--- config.mk ---
export PLATFORM = sky130hd
export DESIGN_NAME = imem_arbiter_flat
export DESIGN_NICKNAME = d
export VERILOG_FILES = /design/src/rtl/imem_arbiter_pkg.sv /design/src/rtl/imem_arbiter_if.sv /design/src/rtl/imem_arb_pick.sv /design/src/rtl/imem_arbiter.sv /design/src/flat_wrapper.sv
export SDC_FILE = /design/constraint.sdc
export NUM_CORES = 1
export LEC_CHECK = 0
export BUFFER_PORTS_ARGS = -buffer_cell sky130_fd_sc_hd__buf_2
export CAP_MARGIN = 5
export CORE_AREA = 2 2 178 180
export DETAILED_ROUTE_END_ITERATION = 6
export DIE_AREA = 0 0 180 182
export SYNTH_ARGS = -nofsm -noshare
export SYNTH_HDL_FRONTEND = slang
export SYNTH_HIERARCHICAL = 1
export SYNTH_SLANG_ARGS = --single-unit
--- constraint.sdc ---
create_clock -name clk -period 2.15 [get_ports clk]
set_input_delay 0.215 -clock clk [delete_from_list [all_inputs] [get_ports clk]]
set_output_delay 0.215 -clock clk [all_outputs]
set_load 0.03 [all_outputs]
--- src/rtl/imem_arbiter_pkg.sv ---
// Shared types and defaults for the instruction-memory arbiter slice.
// Ownership and FSM encodings are used by the top level, the picker and the bench.
package imem_arbiter_pkg;

    localparam int IMEM_DATA_W = 64;
    localparam int IMEM_DEPTH  = 1025;

    typedef enum logic [1:0] {
        IDLE  = 2'd0,
        ISSUE = 2'd1,
        RESP  = 2'd2
    } state_t;

    typedef enum logic {
        OWN_FETCH = 1'b0,
        OWN_LOAD  = 1'b1
    } owner_t;

endpackage

--- src/rtl/imem_arbiter_if.sv ---
// Bundle of fetch, loader and memory-side signals of the arbiter.
// slave = arbiter view, master = requesters plus memory view.
interface imem_arbiter_if #(
    parameter int DATA_W = 64
);
    logic              fetch_req;
    logic [DATA_W-1:0] fetch_addr;
    logic              fetch_gnt;
    logic              fetch_rsp_valid;
    logic [DATA_W-1:0] fetch_rsp_data;
    logic              fetch_rsp_err;

    logic              load_req;
    logic [DATA_W-1:0] load_addr;
    logic [DATA_W-1:0] load_data;
    logic              load_gnt;
    logic              load_rsp_valid;
    logic              load_rsp_err;

    logic              mem_enable;
    logic              mem_read;
    logic [DATA_W-1:0] mem_address;
    logic [DATA_W-1:0] mem_data_in;
    logic [DATA_W-1:0] mem_data_out;

    logic              busy;

    modport slave (
        input  fetch_req, fetch_addr,
        input  load_req, load_addr, load_data,
        input  mem_data_out,
        output fetch_gnt, fetch_rsp_valid, fetch_rsp_data, fetch_rsp_err,
        output load_gnt, load_rsp_valid, load_rsp_err,
        output mem_enable, mem_read, mem_address, mem_data_in,
        output busy
    );

    modport master (
        output fetch_req, fetch_addr,
        output load_req, load_addr, load_data,
        output mem_data_out,
        input  fetch_gnt, fetch_rsp_valid, fetch_rsp_data, fetch_rsp_err,
        input  load_gnt, load_rsp_valid, load_rsp_err,
        input  mem_enable, mem_read, mem_address, mem_data_in,
        input  busy
    );

endinterface

--- src/rtl/imem_arb_pick.sv ---
// Winner selection between fetch and loader requests.
// IMEM_ARB_RR_EN defined: round-robin on ties; otherwise the loader wins every tie.
module imem_arb_pick
    import imem_arbiter_pkg::*;
(
    input  logic   clk,
    input  logic   rst_n,
    input  logic   fetch_req,
    input  logic   load_req,
    input  logic   take,
    output logic   any_req,
    output owner_t winner
);

`ifdef IMEM_ARB_RR_EN
    localparam bit RR_EN = 1'b1;
`else
    localparam bit RR_EN = 1'b0;
`endif

    logic prefer_fetch_reg;
    logic prefer_fetch_next;
    logic tie_to_fetch;

    always_comb begin
        tie_to_fetch      = RR_EN ? prefer_fetch_reg : 1'b0;
        any_req           = fetch_req | load_req;
        winner            = OWN_LOAD;
        prefer_fetch_next = prefer_fetch_reg;

        if (fetch_req && load_req) begin
            winner = tie_to_fetch ? OWN_FETCH : OWN_LOAD;
        end else if (fetch_req) begin
            winner = OWN_FETCH;
        end

        // After a grant the other requester gets the next tie.
        if (take) begin
            prefer_fetch_next = (winner == OWN_LOAD);
        end
    end

    always_ff @(posedge clk or negedge rst_n) begin
        if (!rst_n) begin
            prefer_fetch_reg <= 1'b1;
        end else begin
            prefer_fetch_reg <= prefer_fetch_next;
        end
    end

endmodule

--- src/rtl/imem_arbiter.sv ---
// Two-requester arbiter in front of a single-port instruction memory.
// Optional round-robin ties via IMEM_ARB_RR_EN (fixed loader priority by default).
module imem_arbiter
    import imem_arbiter_pkg::*;
#(
    parameter int DATA_W = IMEM_DATA_W,
    parameter int DEPTH  = IMEM_DEPTH
) (
    input logic           clk,
    input logic           rst_n,
    imem_arbiter_if.slave bus
);

    state_t            state_reg, state_next;
    owner_t            owner_reg, owner_next;
    logic [DATA_W-1:0] addr_reg, addr_next;
    logic [DATA_W-1:0] data_reg, data_next;
    logic [DATA_W-1:0] rsp_data_reg, rsp_data_next;
    logic              read_reg, read_next;
    logic              err_reg, err_next;
    logic              run_reg;

    logic              any_req;
    logic              take;
    owner_t            winner;
    logic [DATA_W-1:0] req_addr;
    logic [DATA_W-1:0] resp_word;
    logic              in_issue;
    logic              in_resp;
    logic              fetch_rsp_valid_w;
    logic              load_rsp_valid_w;

    imem_arb_pick u_pick (
        .clk       (clk),
        .rst_n     (rst_n),
        .fetch_req (bus.fetch_req),
        .load_req  (bus.load_req),
        .take      (take),
        .any_req   (any_req),
        .winner    (winner)
    );

    assign req_addr  = (winner == OWN_LOAD) ? bus.load_addr : bus.fetch_addr;
    assign resp_word = err_reg ? '0 : bus.mem_data_out;

    always_comb begin
        state_next    = state_reg;
        owner_next    = owner_reg;
        addr_next     = addr_reg;
        data_next     = data_reg;
        read_next     = read_reg;
        err_next      = err_reg;
        rsp_data_next = rsp_data_reg;
        take          = 1'b0;

        case (state_reg)
            IDLE: begin
                // run_reg keeps grants off while reset is asserted or just released.
                if (run_reg && any_req) begin
                    take       = 1'b1;
                    owner_next = winner;
                    addr_next  = req_addr;
                    read_next  = (winner == OWN_FETCH);
                    data_next  = (winner == OWN_LOAD) ? bus.load_data : '0;
                    err_next   = (req_addr >= DATA_W'(DEPTH));
                    state_next = ISSUE;
                end
            end
            ISSUE: begin
                state_next = RESP;
            end
            RESP: begin
                state_next = IDLE;
                if (owner_reg == OWN_FETCH) begin
                    rsp_data_next = resp_word;
                end
            end
            default: begin
                state_next = IDLE;
            end
        endcase
    end

    always_ff @(posedge clk or negedge rst_n) begin
        if (!rst_n) begin
            state_reg    <= IDLE;
            owner_reg    <= OWN_FETCH;
            addr_reg     <= '0;
            data_reg     <= '0;
            read_reg     <= 1'b1;
            err_reg      <= 1'b0;
            rsp_data_reg <= '0;
            run_reg      <= 1'b0;
        end else begin
            state_reg    <= state_next;
            owner_reg    <= owner_next;
            addr_reg     <= addr_next;
            data_reg     <= data_next;
            read_reg     <= read_next;
            err_reg      <= err_next;
            rsp_data_reg <= rsp_data_next;
            run_reg      <= 1'b1;
        end
    end

    assign in_issue          = (state_reg == ISSUE);
    assign in_resp           = (state_reg == RESP);
    assign fetch_rsp_valid_w = in_resp && (owner_reg == OWN_FETCH);
    assign load_rsp_valid_w  = in_resp && (owner_reg == OWN_LOAD);

    assign bus.fetch_gnt       = take && (winner == OWN_FETCH);
    assign bus.load_gnt        = take && (winner == OWN_LOAD);

    // Out-of-range accesses still walk through ISSUE but never touch the memory.
    assign bus.mem_enable      = in_issue && !err_reg;
    assign bus.mem_read        = in_issue ? read_reg : 1'b1;
    assign bus.mem_address     = in_issue ? addr_reg : '0;
    assign bus.mem_data_in     = in_issue ? data_reg : '0;

    assign bus.fetch_rsp_valid = fetch_rsp_valid_w;
    assign bus.fetch_rsp_err   = fetch_rsp_valid_w && err_reg;
    assign bus.fetch_rsp_data  = fetch_rsp_valid_w ? resp_word : rsp_data_reg;
    assign bus.load_rsp_valid  = load_rsp_valid_w;
    assign bus.load_rsp_err    = load_rsp_valid_w && err_reg;

    assign bus.busy            = (state_reg != IDLE);

endmodule

--- src/flat_wrapper.sv ---
// flat-port wrapper written by rule: the top's interface ports become plain ports
module imem_arbiter_flat import imem_arbiter_pkg::*;
#(
    parameter int DATA_W = IMEM_DATA_W,
    parameter int DEPTH  = IMEM_DEPTH
)
  (clk, rst_n, bus_fetch_req, bus_fetch_addr, bus_load_req, bus_load_addr, bus_load_data, bus_mem_data_out, bus_fetch_gnt, bus_fetch_rsp_valid, bus_fetch_rsp_data, bus_fetch_rsp_err, bus_load_gnt, bus_load_rsp_valid, bus_load_rsp_err, bus_mem_enable, bus_mem_read, bus_mem_address, bus_mem_data_in, bus_busy);
  imem_arbiter_if #(.DATA_W(DATA_W)) bus_i ();
  input logic clk;
  input logic rst_n;
  input wire logic [$bits(bus_i.fetch_req)-1:0] bus_fetch_req;
  input wire logic [$bits(bus_i.fetch_addr)-1:0] bus_fetch_addr;
  input wire logic [$bits(bus_i.load_req)-1:0] bus_load_req;
  input wire logic [$bits(bus_i.load_addr)-1:0] bus_load_addr;
  input wire logic [$bits(bus_i.load_data)-1:0] bus_load_data;
  input wire logic [$bits(bus_i.mem_data_out)-1:0] bus_mem_data_out;
  output wire logic [$bits(bus_i.fetch_gnt)-1:0] bus_fetch_gnt;
  output wire logic [$bits(bus_i.fetch_rsp_valid)-1:0] bus_fetch_rsp_valid;
  output wire logic [$bits(bus_i.fetch_rsp_data)-1:0] bus_fetch_rsp_data;
  output wire logic [$bits(bus_i.fetch_rsp_err)-1:0] bus_fetch_rsp_err;
  output wire logic [$bits(bus_i.load_gnt)-1:0] bus_load_gnt;
  output wire logic [$bits(bus_i.load_rsp_valid)-1:0] bus_load_rsp_valid;
  output wire logic [$bits(bus_i.load_rsp_err)-1:0] bus_load_rsp_err;
  output wire logic [$bits(bus_i.mem_enable)-1:0] bus_mem_enable;
  output wire logic [$bits(bus_i.mem_read)-1:0] bus_mem_read;
  output wire logic [$bits(bus_i.mem_address)-1:0] bus_mem_address;
  output wire logic [$bits(bus_i.mem_data_in)-1:0] bus_mem_data_in;
  output wire logic [$bits(bus_i.busy)-1:0] bus_busy;
  assign bus_i.fetch_req = bus_fetch_req;
  assign bus_i.fetch_addr = bus_fetch_addr;
  assign bus_i.load_req = bus_load_req;
  assign bus_i.load_addr = bus_load_addr;
  assign bus_i.load_data = bus_load_data;
  assign bus_i.mem_data_out = bus_mem_data_out;
  assign bus_fetch_gnt = bus_i.fetch_gnt;
  assign bus_fetch_rsp_valid = bus_i.fetch_rsp_valid;
  assign bus_fetch_rsp_data = bus_i.fetch_rsp_data;
  assign bus_fetch_rsp_err = bus_i.fetch_rsp_err;
  assign bus_load_gnt = bus_i.load_gnt;
  assign bus_load_rsp_valid = bus_i.load_rsp_valid;
  assign bus_load_rsp_err = bus_i.load_rsp_err;
  assign bus_mem_enable = bus_i.mem_enable;
  assign bus_mem_read = bus_i.mem_read;
  assign bus_mem_address = bus_i.mem_address;
  assign bus_mem_data_in = bus_i.mem_data_in;
  assign bus_busy = bus_i.busy;
  imem_arbiter #(.DATA_W(DATA_W), .DEPTH(DEPTH)) u_core (.clk(clk), .rst_n(rst_n), .bus(bus_i));
endmodule
Word-level counts from Yosys, hierarchy flattened --
Index checks and enable logic that the tools add are counted.
Storage, ports and cells: register bits after elaboration 198, bits in latches 0, RAM bits 0, ROM bits 0, bits of input ports 260, output and inout bits 201, word-level logic and storage cells 42, memories kept 0
Cells by class: add/sub/neg operators 0, multiply operators 0, div/mod/pow operators 0, $lt $le $gt $ge 1, eq/ne operators 3, shift operators 0, mux-type cells 13, bitwise operators 3, reduce and logical (&&, ||, !) cells 14
Operator list (count):
- $mux W64 | 6
- $ge A64 B11 Y1 const B | 1
- $logic_and A1 B1 Y1 | 9
- $mux W1 | 5
- $pmux W2 S2 | 1
- $reduce_and A2 Y1 | 2
- $eq A2 B1 Y1 const B | 1
- $eq A2 B2 Y1 const B | 1
- $logic_not A2 Y1 | 1
- $mux W2 | 1
- $ne A2 B1 Y1 const B | 1
- $not A1 Y1 | 2
- $reduce_bool A2 Y1 | 1
- $logic_not A1 Y1 | 1
- $or A1 B1 Y1 | 1

Longest topological paths before layout --
Gate-level depths: netlist (run 1).
depth after elaboration 5, gate-level depth with buffers 7, gate-level depth less buffers 6

Hierarchy --
Netlist (run 1), hierarchy kept.
Modules (own cells, without submodules):
- imem_arbiter | times used 1, cells an instance 1050, area an instance 9295.2 µm², sequential area each 4956.0 µm²
- imem_arb_pick | times used 1, cells an instance 2, area an instance 12.5 µm², sequential area each 0.0 µm²

Least setup slack after synthesis (run 1) --
OpenSTA, ideal clock, no wires.
path type flip-flop to output port, start point register u_core.state_reg[0], end point output bus_fetch_rsp_data[59], arrival 2.011 ns, required time 1.935 ns, path slack -0.076 ns, stages on the path, launching flop included 5, buffers on the path 2, cell sequence dfrtp_1 -> or3b_2 -> clkbuf_1 -> clkbuf_1 -> o21ai_0
Between the ends: cells in the longest elaborated chain, start to end 3
RTL lines:
- from (decl) | line imem_arbiter.sv:14 | state_t state_reg, state_next;
- from (signal assigned) | line imem_arbiter.sv:95 | state_reg <= state_next;
- $eq A2 B2 Y1 | line imem_arbiter.sv:107 | assign in_resp = (state_reg == RESP);
- $logic_and A1 B1 Y1 | line imem_arbiter.sv:108 | assign fetch_rsp_valid_w = in_resp && (owner_reg == OWN_FETCH);
- $mux W64 | line imem_arbiter.sv:122 | assign bus.fetch_rsp_data = fetch_rsp_valid_w ? resp_word : rsp_data_reg;
- to (decl) | line flat_wrapper.sv:19 | output wire logic [$bits(bus_i.fetch_rsp_data)-1:0] bus_fetch_rsp_data;
Every way passes these cells.

Worst setup path after layout (run 1) --
start point register u_core.owner_reg, end point output bus_fetch_rsp_data[38]
Between the ends: cells in the longest elaborated chain, start to end 3
RTL lines:
- from (decl) | line imem_arbiter.sv:15 | owner_t owner_reg, owner_next;
- from (signal assigned) | line imem_arbiter.sv:96 | owner_reg <= owner_next;
- $not A1 Y1 (no line)
- $logic_and A1 B1 Y1 | line imem_arbiter.sv:108
- $mux W64 | line imem_arbiter.sv:122
Every way passes these cells.

==> reports/metrics.csv, run 1 <==
stage,metric,value,unit
outcome,violations,setup timing,
routing,top_layer,met4,
clock_network,cts_tree,built,
global_route,grt_overflow,0,
run,max_cap_violations,0,
floorplan,die_area,32800,sq um
global_route,grt_start_max_net_pins,112,
sta,setup_ws,-0.0774,ns
routing,drt-met1-wl,14400,um
finish,final_cells,1989,
synth,avgSynthCellArea,8.85,sq um
sta,min_period,2.23,ns
floorplan,rows,65,
routing,post_drt_wl_per_cell,18.1,um
finish,final_common_cell,buf_2,
clock_network,cts_max_level,4,
placed_design,hpwlAfterDp,24100,um
synth,synth_warnings,6,
global_route,antenna_found_initial,1,
clock_network,cts_made_buffers,17,
floorplan,die_h,182,um
worst_setup_path,critPathKind,reg2out,
worst_setup_path,rr_worst_depth,5,
sta,finalHoldViolations,0,
clock_network,clk_path_buf_depth,2,
routing,first_iter_violations,465,
sta,max_freq,449,MHz
pwr,leakagePower,7.88,nW
clock_network,cts_sinks,198,
synth,seq_area_frac_synth,53.2,%
sta,setup_viol,47,
placed_design,gp_congestion,0.917,
min_path,hold_class,in2reg,
routing,wl_met3,2260,um
floorplan,coreArea,31000,sq um
finish,layout-drive-gt1-share,39.7,%
synth,syn_area,9310,sq um
synth,syn-instance-count,1052,
placed_design,dpl.cell_count,1867,
sta,fin_crit_sh,104,%
sta,rsz0062_at_grt,yes,
global_route,grt_pass1_wl,51700,um
sta,fin_skew,0.0149,ns
clock_network,path_clk_slew,0.07,ns
routing,vias,9640,
sta,slew_headroom,55.4,%
routing,ant_nets,0,
sta,worstMarginPinSlew,0.670,ns
pwr,p_per_area,1040,nW/um^2
worst_setup_path,crit_fanout,11,
finish,mostFrequentLayoutCells,"392 x buf_2, 315 x nand2_1, 194 x dfrtp_1",
worst_setup_path,rrSetupSlack,0.60,ns
placed_design,numPortBuffers,460,
worst_setup_path,end_kind,output port,
pwr,peakVddDrop,554,uV
clock_network,cts_root_buf,clkbuf_16,
worst_setup_path,startpoint_type,flip-flop,
routing,wl_met2,18300,um
clock_network,clk_latency,0.46,ns
min_path,hold_path_depth,3,
synth,synth_cell_types,31,
routing,vias_per_cell,4.85,
synth,ys_ff_latch,198,
synth,syn_nets,1312,
routing,drc_errors,0,
global_route,grt_pass1_vias,9267,
floorplan,ios,461,
sta,slew_violations,0,
floorplan,start_util,30.0,%
outcome,outcome,"finished, violations left",
worst_setup_path,cp.arrival,2.01,ns
worst_setup_path,crit_required,1.93,ns
floorplan,die_w,180,um
routing,wl,36000,um
finish,nets,1833,
routing,first_pass_iters,5,
finish,utilization,47.3,%
global_route,groute.usage.overall,20.1,%
finish,synthToLayoutAreaGrowth,57.6,%
==> synth_stat cells <==
| cell type | instances | share of area, % |
|---|---|---|
| a21o_1 | 2 | 0.16 |
| a222oi_1 | 1 | 0.11 |
| a32o_1 | 1 | 0.11 |
| and2_1 | 131 | 8.8 |
| and3_1 | 1 | 0.067 |
| and3b_1 | 1 | 0.094 |
| and4_1 | 2 | 0.19 |
| buf_1 | 6 | 0.24 |
| buf_2 | 7 | 0.38 |
| clkbuf_1 | 65 | 2.6 |
| conb_1 | 1 | 0.040 |
| dfrtp_1 | 197 | 53 |
| dfstp_2 | 1 | 0.28 |
| inv_1 | 6 | 0.24 |
| mux2i_1 | 64 | 6.9 |
| nand2_1 | 321 | 13 |
| nand2b_1 | 2 | 0.13 |
| nand3_1 | 66 | 3.5 |
| nand4_1 | 4 | 0.27 |
| nor2_1 | 5 | 0.20 |
| nor2b_1 | 1 | 0.067 |
| nor4_1 | 25 | 1.7 |
| nor4b_1 | 1 | 0.094 |
| o21ai_0 | 129 | 6.9 |
| o21ai_1 | 1 | 0.054 |
| o22ai_1 | 1 | 0.067 |
| or2_1 | 1 | 0.067 |
| or3_1 | 1 | 0.067 |
| or3b_2 | 1 | 0.094 |
| or4_1 | 6 | 0.48 |
| or4b_2 | 1 | 0.11 |
==> worst max-delay path, stage by stage (launching register included) <==
cell       delay [ns]
dfrtp_2          0.44
or3b_4           0.52
clkbuf_16        0.23
o21ai_2          0.19
buf_6            0.17
==> power breakdown <==
group	internal (mW)	switching (mW)
combinational	2.66	4.07
clock	1.53	1.60
sequential	4.86	0.458
==> cell families after synthesis <==
kind of cell / after synthesis / share of synthesized area [%]
AOI/OAI and AO/OA: 135 / 7.43
buffers and inverters: 84 / 3.48
DFF: 198 / 53.2
muxes: 64 / 6.88
other: 1 / 0.0403
and+or+nand+nor: 570 / 28.9
==> through the flow <==
step           total power [mW]  setup WS [ns]  hold WS, ns  TNS [ns]  cell area (sq um)
4_1_cts                    14.0        -0.0829      0.00244     -2.46              13700
6_report                   15.2        -0.0774       0.0197     -1.71              14700
5_1_grt                    16.0         -0.135       0.0173     -5.03              14700
3_3_place_gp               10.1         0.0651        0.285         0              12200
3_5_place_dp               10.2         0.0334        0.297         0              12200
2_1_floorplan              8.39        -0.0755      -0.0806     -2.62               9310
==> area by class of cell <==
class                      count  area, sq um
antenna                        1         2.50
clock buffer                  17          425
clock inverter                15          136
fill                        2937        16300
inverter                       6         22.5
multi-input combinational    772         4560
sequential                   198         4960
tap                          402          503
timing repair buffer         578         4060
==> path summary, 6_finish.rpt <==
path,start,end
worst max-delay path,u_core/owner_reg$_DFFE_PN0P_,bus_fetch_rsp_data[38]
worst min-delay path,bus_load_data[9],u_core/data_reg[9]$_DFFE_PN0P_
worst max register to register,u_core/owner_reg$_DFFE_PN0P_,u_core/rsp_data_reg[24]$_DFFE_PN0P_
worst min register to register,u_core/data_reg[33]$_DFFE_PN0P_,u_core/data_reg[33]$_DFFE_PN0P_
max in group asynchronous,rst_n,u_core/state_reg[1]$_DFFE_PN0P_
min in group asynchronous,rst_n,u_core/rsp_data_reg[30]$_DFFE_PN0P_
==> layer usage <==
metal	up-vias	GRT usage, %
met5	-	0
met4	0	7.90
met3	57	4.29
met2	421	34.0
met1	4626	25.0
li1	4536	-
==> timing repair <==
action,4_1_cts,5_1_grt
resized for setup,129,157
hold endpoints to repair,122,0
gates cloned,0,14
hold buffers,64,0
buffers inserted,0,11
endpoints found under the setup margin,65,66
pin swaps,0,14
Note: power is estimated with default switching activity, not from simulation.
==> run 2, diff against run 1 <==
Clock period 2.15 ns to 2.4 ns, I/O delays scaled along.
==> run 2 against run 1 <==
Net effect: the flow still finishes with violations (setup timing); worst setup slack improved by 0.077 ns; register-to-register slack improved by 0.10 ns; sequential share of layout area is 3.7 points higher; final area shrank 10%; via count shrank 5.5%; non-clock buffer count decreased by 57; largest cell class unchanged.
==> reports/metrics.csv, run 2 (synthesis results as in run 1) <==
stage,metric,value,unit,change
outcome,outcome,"finished, violations left",,unchanged
outcome,violations,setup timing,,unchanged
floorplan,start_util,30.0,%,unchanged
global_route,top_usage_layer,met2,,unchanged
finish,layout-drive-gt1-share,34.6,%,was 39.7%
placed_design,place_area,12100,sq um,was 12200 sq um
routing,vias,9113,,was 9640
routing,first_pass_iters,4,,was 5
global_route,grt_pass1_wl,50400,um,was 51700 um
run,max_cap_violations,0,,unchanged
sta,rsz0062_at_grt,yes,,unchanged
clock_network,cts_root_buf,clkbuf_16,,unchanged
worst_setup_path,end_kind,output port,,unchanged
floorplan,rows,65,,unchanged
clock_network,cts_tree,built,,unchanged
finish,final_common_cell,buf_2,,unchanged
finish,nets,1777,,was 1833
sta,fin_skew,0.0133,ns,was 0.0149 ns
floorplan,die_h,182,um,unchanged
sta,finalHoldViolations,0,,unchanged
routing,wl,32400,um,was 36000 um
finish,synthToLayoutAreaGrowth,41.9,%,was 57.6%
global_route,use_met1,24.2,%,was 25.0%
floorplan,ios,461,,unchanged
clock_network,clk_path_buf_depth,2,,unchanged
worst_setup_path,cp.arrival,2.16,ns,was 2.01 ns
global_route,grtUsageMet2,32.6,%,was 34.0%
routing,drc_errors,0,,unchanged
sta,slew_headroom,59.9,%,was 55.4%
global_route,grt_overflow,0,,unchanged
sta,worstMarginPinSlew,0.602,ns,was 0.670 ns
placed_design,hpwlAfterDp,23600,um,was 24100 um
sta,slew_violations,0,,unchanged
sta,max_freq,417,MHz,
global_route,grt_pass1_vias,9094,,was 9267
global_route,groute.usage.overall,19.5,%,was 20.1%
clock_network,path_clk_slew,0.08,ns,was 0.07 ns
pwr,leakagePower,7.33,nW,was 7.88 nW
global_route,grt_start_max_net_pins,112,,unchanged
finish,final_cells,1935,,was 1989
routing,ant_nets,0,,unchanged
clock_network,clk_latency,0.45,ns,was 0.46 ns
worst_setup_path,crit_fanout,22,,was 11
worst_setup_path,crit_required,2.16,ns,was 1.93 ns
min_path,hold_class,in2reg,,unchanged
finish,mostFrequentLayoutCells,"424 x buf_2, 321 x nand2_1, 196 x dfrtp_1",,"was 392 x buf_2, 315 x nand2_1, 194 x dfrtp_1"
floorplan,die_w,180,um,unchanged
routing,post_drt_wl_per_cell,16.8,um,was 18.1 um
finish,postLayoutCellArea,13200,sq um,was 14700 sq um
clock_network,cts_made_buffers,17,,unchanged
clock_network,cts_sinks,198,,unchanged
sta,min_period,2.40,ns,
sta,setup_viol,1,,was 47
placed_design,pre_cts_ws,0.334,ns,was 0.0334 ns
pwr,p_per_area,917,nW/um^2,was 1040 nW/um^2
global_route,met3_usage,5.66,%,was 4.29%
clock_network,cts_max_level,4,,unchanged
worst_setup_path,startpoint_type,flip-flop,,unchanged
floorplan,coreArea,31000,sq um,unchanged
routing,vias_per_cell,4.71,,was 4.85
worst_setup_path,critPathKind,reg2out,,unchanged
pwr,p_total,12.1,mW,was 15.2 mW
placed_design,dpl.cell_count,1861,,was 1867
sta,setup_ws,-0.000103,ns,was -0.0774 ns
placed_design,numPortBuffers,460,,unchanged
floorplan,die_area,32800,sq um,unchanged
sta,whs,0.0255,ns,was 0.0197 ns
routing,first_iter_violations,469,,was 465
sta,fin_crit_sh,100,%,
global_route,antenna_found_initial,3,,was 1
placed_design,gp_congestion,0.948,,was 0.917
pwr,peakVddDrop,487,uV,was 554 uV
## run 2: cell count changes in the layout (fill, tap and decap cells not counted), moves of 29 or more
cell / previous run / this run
o21ai_1: 1 / 37
o21ai_4: 29 / 0
o21ai_2: 35 / 0
buf_2: 392 / 424
buf_6: 65 / 2
## run 2: layout make-up
| cell class | count | area, sq um |
|---|---|---|
| fillers | 3133 | 17800 |
| well taps | 402 | 503 |
| clock inverters | 15 | 153 |
| diodes | 3 | 7.51 |
| repair buffers | 521 | 3050 |
| multi-input cells | 773 | 4090 |
| flip-flops and latches | 198 | 4960 |
| inverters | 6 | 22.5 |
| clock buffers | 17 | 425 |
## run 2: path summary, 6_finish.rpt
kind / startpoint / cells after the start / slack, ns / to
max: u_core/owner_reg$_DFFE_PN0P_ / 4 / -0.0001 / bus_fetch_rsp_data[34]
min: bus_load_data[44] / 3 / 0.03 / u_core/data_reg[44]$_DFFE_PN0P_
min in group asynchronous: rst_n / 2 / 0.32 / u_core/rsp_data_reg[10]$_DFFE_PN0P_
max in group asynchronous: rst_n / 3 / 1.33 / u_core/data_reg[17]$_DFFE_PN0P_
max reg2reg: u_core/state_reg[0]$_DFFE_PN0P_ / 6 / 0.70 / u_core/addr_reg[58]$_DFFE_PN0P_
min reg2reg: u_core/data_reg[36]$_DFFE_PN0P_ / 2 / 0.46 / u_core/data_reg[36]$_DFFE_PN0P_
## run 2: worst max-delay path, cell delays in order (launching register included)
cell and delay, ns:
dfrtp_1 0.46, or3b_4 0.51, buf_4 0.23, o21ai_0 0.26, buf_2 0.25
## run 2: stage by stage
step,TNS (ns),utilization (%)
after floorplan,0,-
after global placement,0,39.2
after detailed placement,0,39.2
after CTS,0,42.4
after global routing,-0.696,42.6
final,-0.000103,42.6
## run 2: what timing repair did
action,4_1_cts,5_1_grt
setup buffers,0,0
pin swaps,1,0
endpoints found under the setup margin,46,54
endpoints found under the hold margin,88,0
gates cloned,3,0
gates resized for setup,10,68
hold buffers,36,0
## run 2: power by group
| group | switching [mW] | leakage (nW) | internal (mW) | total (mW) |
|---|---|---|---|---|
| logic | 3.06 | 4.54 | 1.45 | 4.51 |
| registers | 0.383 | 2.50 | 4.35 | 4.73 |
| clock network | 1.47 | 0.287 | 1.40 | 2.87 |
## run 2: routing by layer
layer  vias to the layer above  part of all wire, %  routed length (um)
li1                       4407                    -                   -
met1                      4323                   42               13700
met2                       343                   48               15700
met3                        40                  7.0                2260
met4                         0                  2.3                 738
met5                         -                    0                   0
